`config.mk`:
```
export PLATFORM = sky130hd
export DESIGN_NAME = mc_ctrl
export DESIGN_NICKNAME = d
export VERILOG_FILES = /design/src/rtl/mc_ctrl_pkg.sv /design/src/rtl/mc_decoder.sv /design/src/rtl/mc_ctrl.sv
export SDC_FILE = /design/constraint.sdc
export NUM_CORES = 1
export LEC_CHECK = 0
export ABC_AREA = 1
export BUFFER_PORTS_ARGS = -buffer_cell sky130_fd_sc_hd__buf_2
export CAP_MARGIN = 5
export CORE_MARGIN = 5
export CORE_UTILIZATION = 52
export CTS_CLUSTER_DIAMETER = 80
export CTS_CLUSTER_SIZE = 8
export DETAILED_ROUTE_END_ITERATION = 12
export HOLD_SLACK_MARGIN = 0.06
export PLACE_DENSITY = 0.79
export SYNTH_ARGS = -nofsm -noshare
export SYNTH_HDL_FRONTEND = slang
export SYNTH_HIERARCHICAL = 1
export SYNTH_SLANG_ARGS = --single-unit
```
`constraint.sdc`:
```
create_clock -name clk -period 1.7 [get_ports clk]
set_input_delay 0.17 -clock clk [delete_from_list [all_inputs] [get_ports clk]]
set_output_delay 0.17 -clock clk [all_outputs]
set_load 0.01 [all_outputs]
```
`src/rtl/mc_ctrl_pkg.sv`:
```
// Shared encodings for the multi-cycle MIPS32 sequencer: opcodes, ALU codes,
// FSM states, error codes and the registered control bundle.
package mc_ctrl_pkg;

    localparam logic [5:0] OP_RTYPE = 6'h00;
    localparam logic [5:0] OP_J     = 6'h02;
    localparam logic [5:0] OP_BEQ   = 6'h04;
    localparam logic [5:0] OP_BNE   = 6'h05;
    localparam logic [5:0] OP_ADDI  = 6'h08;
    localparam logic [5:0] OP_ANDI  = 6'h0C;
    localparam logic [5:0] OP_ORI   = 6'h0D;
    localparam logic [5:0] OP_LW    = 6'h23;
    localparam logic [5:0] OP_SW    = 6'h2B;
    localparam logic [5:0] OP_HALT  = 6'h3F;

    localparam logic [5:0] FN_SLL = 6'h00;
    localparam logic [5:0] FN_SRL = 6'h02;
    localparam logic [5:0] FN_SRA = 6'h03;
    localparam logic [5:0] FN_ADD = 6'h20;
    localparam logic [5:0] FN_SUB = 6'h22;
    localparam logic [5:0] FN_AND = 6'h24;
    localparam logic [5:0] FN_OR  = 6'h25;
    localparam logic [5:0] FN_XOR = 6'h26;
    localparam logic [5:0] FN_NOR = 6'h27;
    localparam logic [5:0] FN_SLT = 6'h2A;

    typedef enum logic [3:0] {
        ALU_ADD = 4'd0,
        ALU_SUB = 4'd1,
        ALU_AND = 4'd2,
        ALU_OR  = 4'd3,
        ALU_XOR = 4'd4,
        ALU_NOR = 4'd5,
        ALU_SLT = 4'd6,
        ALU_SLL = 4'd7,
        ALU_SRL = 4'd8,
        ALU_SRA = 4'd9
    } alu_op_t;

    typedef enum logic [2:0] {
        ST_IDLE   = 3'd0,
        ST_FETCH  = 3'd1,
        ST_DECODE = 3'd2,
        ST_EXEC   = 3'd3,
        ST_MEM    = 3'd4,
        ST_WB     = 3'd5,
        ST_HALTED = 3'd6
    } state_t;

    typedef enum logic [1:0] {
        ERR_NONE        = 2'd0,
        ERR_ILLEGAL     = 2'd1,
        ERR_OVERFLOW    = 2'd2,
        ERR_MEM_TIMEOUT = 2'd3
    } err_t;

    // Static datapath selects plus instruction-class flags used by the FSM.
    typedef struct packed {
        logic    reg_dst;
        logic    alu_src;
        logic    shamt_sel;
        alu_op_t alu_ctrl;
        logic    mem2reg;
        logic    sign_ext_mode;
        logic    is_lw;
        logic    is_sw;
        logic    is_beq;
        logic    is_bne;
        logic    is_j;
        logic    is_halt;
        logic    ovf_chk;
    } ctrl_t;

    localparam ctrl_t CTRL_NOP = '0;

endpackage

```
`src/rtl/mc_decoder.sv`:
```
// Combinational instruction decoder: maps a MIPS32 word to the control bundle
// and flags opcodes/functs outside the supported subset.
module mc_decoder
    import mc_ctrl_pkg::*;
(
    input  logic [31:0] instr,
    output ctrl_t       ctrl,
    output logic        illegal
);

    logic [5:0] op;
    logic [5:0] fn;
    logic       unused_fields;

    assign op = instr[31:26];
    assign fn = instr[5:0];
    assign unused_fields = ^instr[25:6];

    always_comb begin
        ctrl    = CTRL_NOP;
        illegal = 1'b0;
        case (op)
            OP_RTYPE: begin
                ctrl.reg_dst = 1'b1;
                ctrl.mem2reg = 1'b1;
                case (fn)
                    FN_ADD: begin
                        ctrl.alu_ctrl = ALU_ADD;
                        ctrl.ovf_chk  = 1'b1;
                    end
                    FN_SUB: begin
                        ctrl.alu_ctrl = ALU_SUB;
                        ctrl.ovf_chk  = 1'b1;
                    end
                    FN_AND: ctrl.alu_ctrl = ALU_AND;
                    FN_OR:  ctrl.alu_ctrl = ALU_OR;
                    FN_XOR: ctrl.alu_ctrl = ALU_XOR;
                    FN_NOR: ctrl.alu_ctrl = ALU_NOR;
                    FN_SLT: ctrl.alu_ctrl = ALU_SLT;
                    FN_SLL: begin
                        ctrl.alu_ctrl  = ALU_SLL;
                        ctrl.shamt_sel = 1'b1;
                    end
                    FN_SRL: begin
                        ctrl.alu_ctrl  = ALU_SRL;
                        ctrl.shamt_sel = 1'b1;
                    end
                    FN_SRA: begin
                        ctrl.alu_ctrl  = ALU_SRA;
                        ctrl.shamt_sel = 1'b1;
                    end
                    default: illegal = 1'b1;
                endcase
            end
            OP_ADDI: begin
                ctrl.alu_src       = 1'b1;
                ctrl.sign_ext_mode = 1'b1;
                ctrl.mem2reg       = 1'b1;
                ctrl.alu_ctrl      = ALU_ADD;
                ctrl.ovf_chk       = 1'b1;
            end
            OP_ANDI: begin
                ctrl.alu_src  = 1'b1;
                ctrl.mem2reg  = 1'b1;
                ctrl.alu_ctrl = ALU_AND;
            end
            OP_ORI: begin
                ctrl.alu_src  = 1'b1;
                ctrl.mem2reg  = 1'b1;
                ctrl.alu_ctrl = ALU_OR;
            end
            OP_LW: begin
                ctrl.alu_src       = 1'b1;
                ctrl.sign_ext_mode = 1'b1;
                ctrl.alu_ctrl      = ALU_ADD;
                ctrl.is_lw         = 1'b1;
            end
            OP_SW: begin
                ctrl.alu_src       = 1'b1;
                ctrl.sign_ext_mode = 1'b1;
                ctrl.alu_ctrl      = ALU_ADD;
                ctrl.is_sw         = 1'b1;
            end
            OP_BEQ: begin
                ctrl.sign_ext_mode = 1'b1;
                ctrl.alu_ctrl      = ALU_SUB;
                ctrl.is_beq        = 1'b1;
            end
            OP_BNE: begin
                ctrl.sign_ext_mode = 1'b1;
                ctrl.alu_ctrl      = ALU_SUB;
                ctrl.is_bne        = 1'b1;
            end
            OP_J:    ctrl.is_j    = 1'b1;
            OP_HALT: ctrl.is_halt = 1'b1;
            default: illegal = 1'b1;
        endcase
    end

endmodule

```
`src/rtl/mc_ctrl.sv`:
```
// Multi-cycle sequencer for the MIPS32 datapath: FETCH/DECODE/EXEC/MEM/WB with
// a dmem_ready stall, halt/error reporting and a saturating retired counter.
module mc_ctrl
    import mc_ctrl_pkg::*;
#(
    parameter int CNT_W       = 16,
    parameter int MEM_TIMEOUT = 15
) (
    input  logic             clk,
    input  logic             rst,
    input  logic             start,
    input  logic [31:0]      instr,
    input  logic             overflow,
    input  logic             isZero,
    input  logic             dmem_ready,
    output logic             regDst,
    output logic             regWrite,
    output logic             signExtSrc,
    output logic             aluSrc,
    output logic             shamtSel,
    output logic [3:0]       aluControl,
    output logic             memWrite,
    output logic             memRead,
    output logic             mem2reg,
    output logic             sign_ext_mode,
    output logic             pcSrc,
    output logic             pc_en,
    output logic             ir_en,
    output logic             busy,
    output logic             halted,
    output logic [1:0]       err_code,
    output logic [CNT_W-1:0] retired,
    output logic [2:0]       state_dbg
);

    localparam int WAIT_W = $clog2(MEM_TIMEOUT + 1);

    state_t             state_q, state_d;
    err_t               err_q, err_d;
    ctrl_t              ctrl_q, dec_ctrl;
    logic               dec_illegal;
    logic [WAIT_W-1:0]  wait_q;
    logic [CNT_W-1:0]   retired_q;
    logic               taken;
    logic               mem_timeout;

    mc_decoder u_decoder (
        .instr   (instr),
        .ctrl    (dec_ctrl),
        .illegal (dec_illegal)
    );

    assign taken       = (ctrl_q.is_beq && isZero) || (ctrl_q.is_bne && !isZero);
    assign mem_timeout = (wait_q == WAIT_W'(MEM_TIMEOUT));

    always_ff @(posedge clk) begin
        if (rst) begin
            state_q   <= ST_IDLE;
            err_q     <= ERR_NONE;
            ctrl_q    <= CTRL_NOP;
            wait_q    <= '0;
            retired_q <= '0;
        end else begin
            state_q <= state_d;
            err_q   <= err_d;
            if (state_q == ST_DECODE) begin
                ctrl_q <= dec_ctrl;
            end
            if (state_q == ST_MEM) begin
                wait_q <= wait_q + 1'b1;
            end else begin
                wait_q <= '0;
            end
            if (pc_en && (retired_q != '1)) begin
                retired_q <= retired_q + 1'b1;
            end
        end
    end

    always_comb begin
        state_d    = state_q;
        err_d      = err_q;
        ir_en      = 1'b0;
        pc_en      = 1'b0;
        regWrite   = 1'b0;
        memRead    = 1'b0;
        memWrite   = 1'b0;
        pcSrc      = 1'b0;
        signExtSrc = 1'b0;
        case (state_q)
            ST_IDLE: begin
                if (start) begin
                    state_d = ST_FETCH;
                end
            end
            ST_FETCH: begin
                ir_en   = 1'b1;
                state_d = ST_DECODE;
            end
            ST_DECODE: begin
                if (dec_illegal) begin
                    err_d   = ERR_ILLEGAL;
                    state_d = ST_HALTED;
                end else if (dec_ctrl.is_halt) begin
                    state_d = ST_HALTED;
                end else begin
                    state_d = ST_EXEC;
                end
            end
            ST_EXEC: begin
                if (ctrl_q.is_beq || ctrl_q.is_bne) begin
                    pc_en   = 1'b1;
                    pcSrc   = taken;
                    state_d = ST_FETCH;
                end else if (ctrl_q.is_j) begin
                    pc_en      = 1'b1;
                    pcSrc      = 1'b1;
                    signExtSrc = 1'b1;
                    state_d    = ST_FETCH;
                end else if (ctrl_q.ovf_chk && overflow) begin
                    err_d   = ERR_OVERFLOW;
                    state_d = ST_HALTED;
                end else if (ctrl_q.is_lw || ctrl_q.is_sw) begin
                    state_d = ST_MEM;
                end else begin
                    state_d = ST_WB;
                end
            end
            ST_MEM: begin
                // The timeout cycle drops the request before dmem_ready is honoured.
                if (mem_timeout) begin
                    err_d   = ERR_MEM_TIMEOUT;
                    state_d = ST_HALTED;
                end else begin
                    memRead  = ctrl_q.is_lw;
                    memWrite = ctrl_q.is_sw;
                    if (dmem_ready) begin
                        if (ctrl_q.is_sw) begin
                            pc_en   = 1'b1;
                            state_d = ST_FETCH;
                        end else begin
                            state_d = ST_WB;
                        end
                    end
                end
            end
            ST_WB: begin
                regWrite = 1'b1;
                pc_en    = 1'b1;
                state_d  = ST_FETCH;
            end
            ST_HALTED: begin
                if (start) begin
                    err_d   = ERR_NONE;
                    state_d = ST_FETCH;
                end
            end
            default: state_d = ST_IDLE;
        endcase
    end

    assign regDst        = ctrl_q.reg_dst;
    assign aluSrc        = ctrl_q.alu_src;
    assign shamtSel      = ctrl_q.shamt_sel;
    assign aluControl    = ctrl_q.alu_ctrl;
    assign mem2reg       = ctrl_q.mem2reg;
    assign sign_ext_mode = ctrl_q.sign_ext_mode;
    assign busy          = (state_q != ST_IDLE) && (state_q != ST_HALTED);
    assign halted        = (state_q == ST_HALTED);
    assign err_code      = err_q;
    assign retired       = retired_q;
    assign state_dbg     = state_q;

endmodule

```
==> summary.txt <==
Grt met1 use: 0.271
Number of enable flip-flop cells after synthesis: 0
Most Frequent Cell on Critical Path: nand2_4
Total number of vias: 2860
Pre-Repair DR Iteration Count: 4
Switch Pwr: 0.992 mW
Type of the worst setup path: flop to primary output
Synthesized Nets: 473
Finished Layout Cells: 569
Int Pwr: 1.64 mW
Yosys top cell by area: dfxtp_1
GPL Wtd Cong: 0.922
Mapped Avg Cell Area: 6.08 µm²
Vias in the first global route: 2613
Mapped Area: 0.00263 mm²
Met2 global-route usage: 0.372
Most common cell after layout, fill and taps aside: nand2_1
Setup crit start kind: flop
Io pins: 77
Starting Density: 0.546
Clock Power Share: 0.228
CP top delay family: simple AND/OR/NAND/NOR gates
Post-synthesis sequential area ratio: 0.304
Slowest stage delay, CP: 0.38 ns
Period utilisation layout: 0.950
Most used routing layer: met2
CP required: 1.53 ns
Switching share of power: 0.377
Initial antenna violation count: 0
Seq pwr share: 0.425
Crit-path max FO: 9
Fmax: 0.619 GHz
Status: finished clean
Port Buffer Count: 56
Placed Cells: 561
ANT nets after route: 0
H-tree Lvls: 2
Total Wirelength: 6540 µm
Gate power share: 0.347
Hold slack: 0.218 ns
Most frequent cells in the layout: nand2_1, nor2_1, inv_1, buf_2, dfxtp_1
Max Clock Skew: 0.00648 ns
CP Buf/Inv Count: 3
Worst Max-Slew Pin Slew: 0.369 ns
CTS tree: done
Fin. Hold Viols: 0
Yosys reg bits: 40
Site row count: 25
Total CTS buffers: 5
First-pass GRT wire length: 11200 µm
GR Util All Layers: 0.212
Slew headroom: 0.754
Hold/Removal Path Class: input port to flop
Fill cells: 481
Hold-fix buffers, CTS: 0
Maximum vdd drop: 0.491 mV
Slew Limit Fails: 0
Slowest-stage cell, CP: dfxtp_4
Die Ht: 81.2 µm
Clock buffer depth: 2
Routed len/inst: 11.5 µm
Crit end category: primary output
Hpwl dp: 5000 µm
Top cells by area, synth: dfxtp_1, nand2_1, nor2_1
FFs w/ async S/R, synth: 0
Share of layout cells above drive strength 1: 0.249
Overflow after GRT: 0
Synth cell types: 31
Max Cap Violations: 0
Vias/cell: 5.03
Layout area overhead: 20.6%
DRT iter0 DRCs: 145
Die Area: 0.00659 mm²
Crit path DAT: 1.45 ns
Top-area cell type share of the netlist area: 0.304
CTS root buffer: clkbuf_8
Fin nets: 542
Tmin final: 1.62 ns
Largest net degree at the start of global routing: 27
Clock sink total: 40
Pwr Total: 2.63 mW
Leakage: 1.57 nW
# DRC: 0
Pwr dens: 830 mW/mm²
Core area: 0.00482 mm²
Die X: 81.2 µm
Main flop type after synthesis: dfxtp_1
Yosys warnings: 6
Latest clock arrival within the worst-skew pair: 0.29 ns
Diode count: 0
Global routing usage on met3: 0.0388
Syn Inst Count: 433
Reg clk slew, reported paths: 0.07 ns
Setup violators final: 0
Crit-path cells: buf_4, nor2_4, nand2_2, nand2_4, inv_2, nand2_4, buf_2
stage by stage:
stage	utilization	worst slack [ns]	setup TNS (ns)	area [µm²]
floorplan	-	0.176	0	2630
CTS	0.654	0.00421	0	3150
global route	0.659	-0.00292	-0.00292	3170
finish	0.659	0.0849	0	3170
detailed placement	0.633	0.0519	0	3050
global placement	0.633	0.0975	0	3050
per-layer routing:
metal / vias up / routed length, µm
li1: 1497 / -
met1: 1288 / 3050
met2: 69 / 3140
met3: 6 / 310
met4: 0 / 45
met5: - / 0
timing repair:
| item | CTS | global route |
|---|---|---|
| resized for setup | 3 | 10 |
| buffers inserted | 1 | 0 |
| pin swaps | 1 | 3 |
| gates cloned | 0 | 0 |
| endpoints found under the setup margin | 1 | 14 |
synthesized netlist by cell type (2+ instances only):
cell,number
clkbuf_1,5
buf_4,5
nand2_1,130
nand3_1,32
nor2_2,8
inv_2,4
a21oi_1,30
a21oi_2,5
inv_1,56
dfxtp_1,40
xnor2_1,2
buf_2,2
ha_1,2
nand3_2,3
nand3b_1,2
nand2_2,7
o21ai_0,15
nand4_1,10
nor2_4,5
nor2_1,58
o211ai_1,2
registers in the layout, indices dropped and copies added (netlist names), 2 cells and up:
| signal | count |
|---|---|
| aluControl | 4 |
| ctrl_q | 6 |
| err_code | 2 |
| retired | 16 |
| state_dbg | 3 |
| wait_q | 4 |
worst register-to-register path, stage by stage, from the launching register on:
cell	delay [ns]
dfxtp_1	0.35
ha_1	0.21
nand3_2	0.16
nor2_2	0.24
nand4_2	0.24
nand3_1	0.19
a21oi_2	0.06
area by class of cell:
class	instances	area, µm²	area share
tap	67	83.8	0.0264
clock buffer	6	72.6	0.0229
clock inverter	1	5.00	0.00158
timing repair buffer	75	423	0.133
sequential	40	815	0.257
inverter	61	229	0.0721
multi-input combinational	319	1550	0.487
logic make-up after synthesis:
| family | Yosys count | share of synthesized area |
|---|---|---|
| simple gates | 259 | 0.440 |
| buf+inv | 74 | 0.118 |
| compound gates | 55 | 0.118 |
| flops | 40 | 0.304 |
| xor+xnor | 3 | 0.00998 |
| fa+ha+maj | 2 | 0.00950 |
worst paths after layout:
check             cells after the start  slack [ns]           end    startpoint
setup / recovery                      7        0.08         pc_en  state_dbg[2]
hold / removal                        4        0.22  state_dbg[2]    dmem_ready
setup reg to reg                      6        0.15    retired[4]    retired[0]
hold reg to reg                       1        0.44     wait_q[0]     wait_q[0]
power groups by stage:
stage | registers, mW | clock network (mW) | logic, mW
after CTS | 1.10 | 0.614 | 0.911
after global routing | 1.13 | 0.655 | 1.05
after global placement | 1.12 | 0 | 0.885
after detailed placement | 1.12 | 0 | 0.903
final | 1.12 | 0.600 | 0.914
after floorplan | 1.12 | 0 | 0.621
No activity file was read; power rests on OpenSTA's default activity.
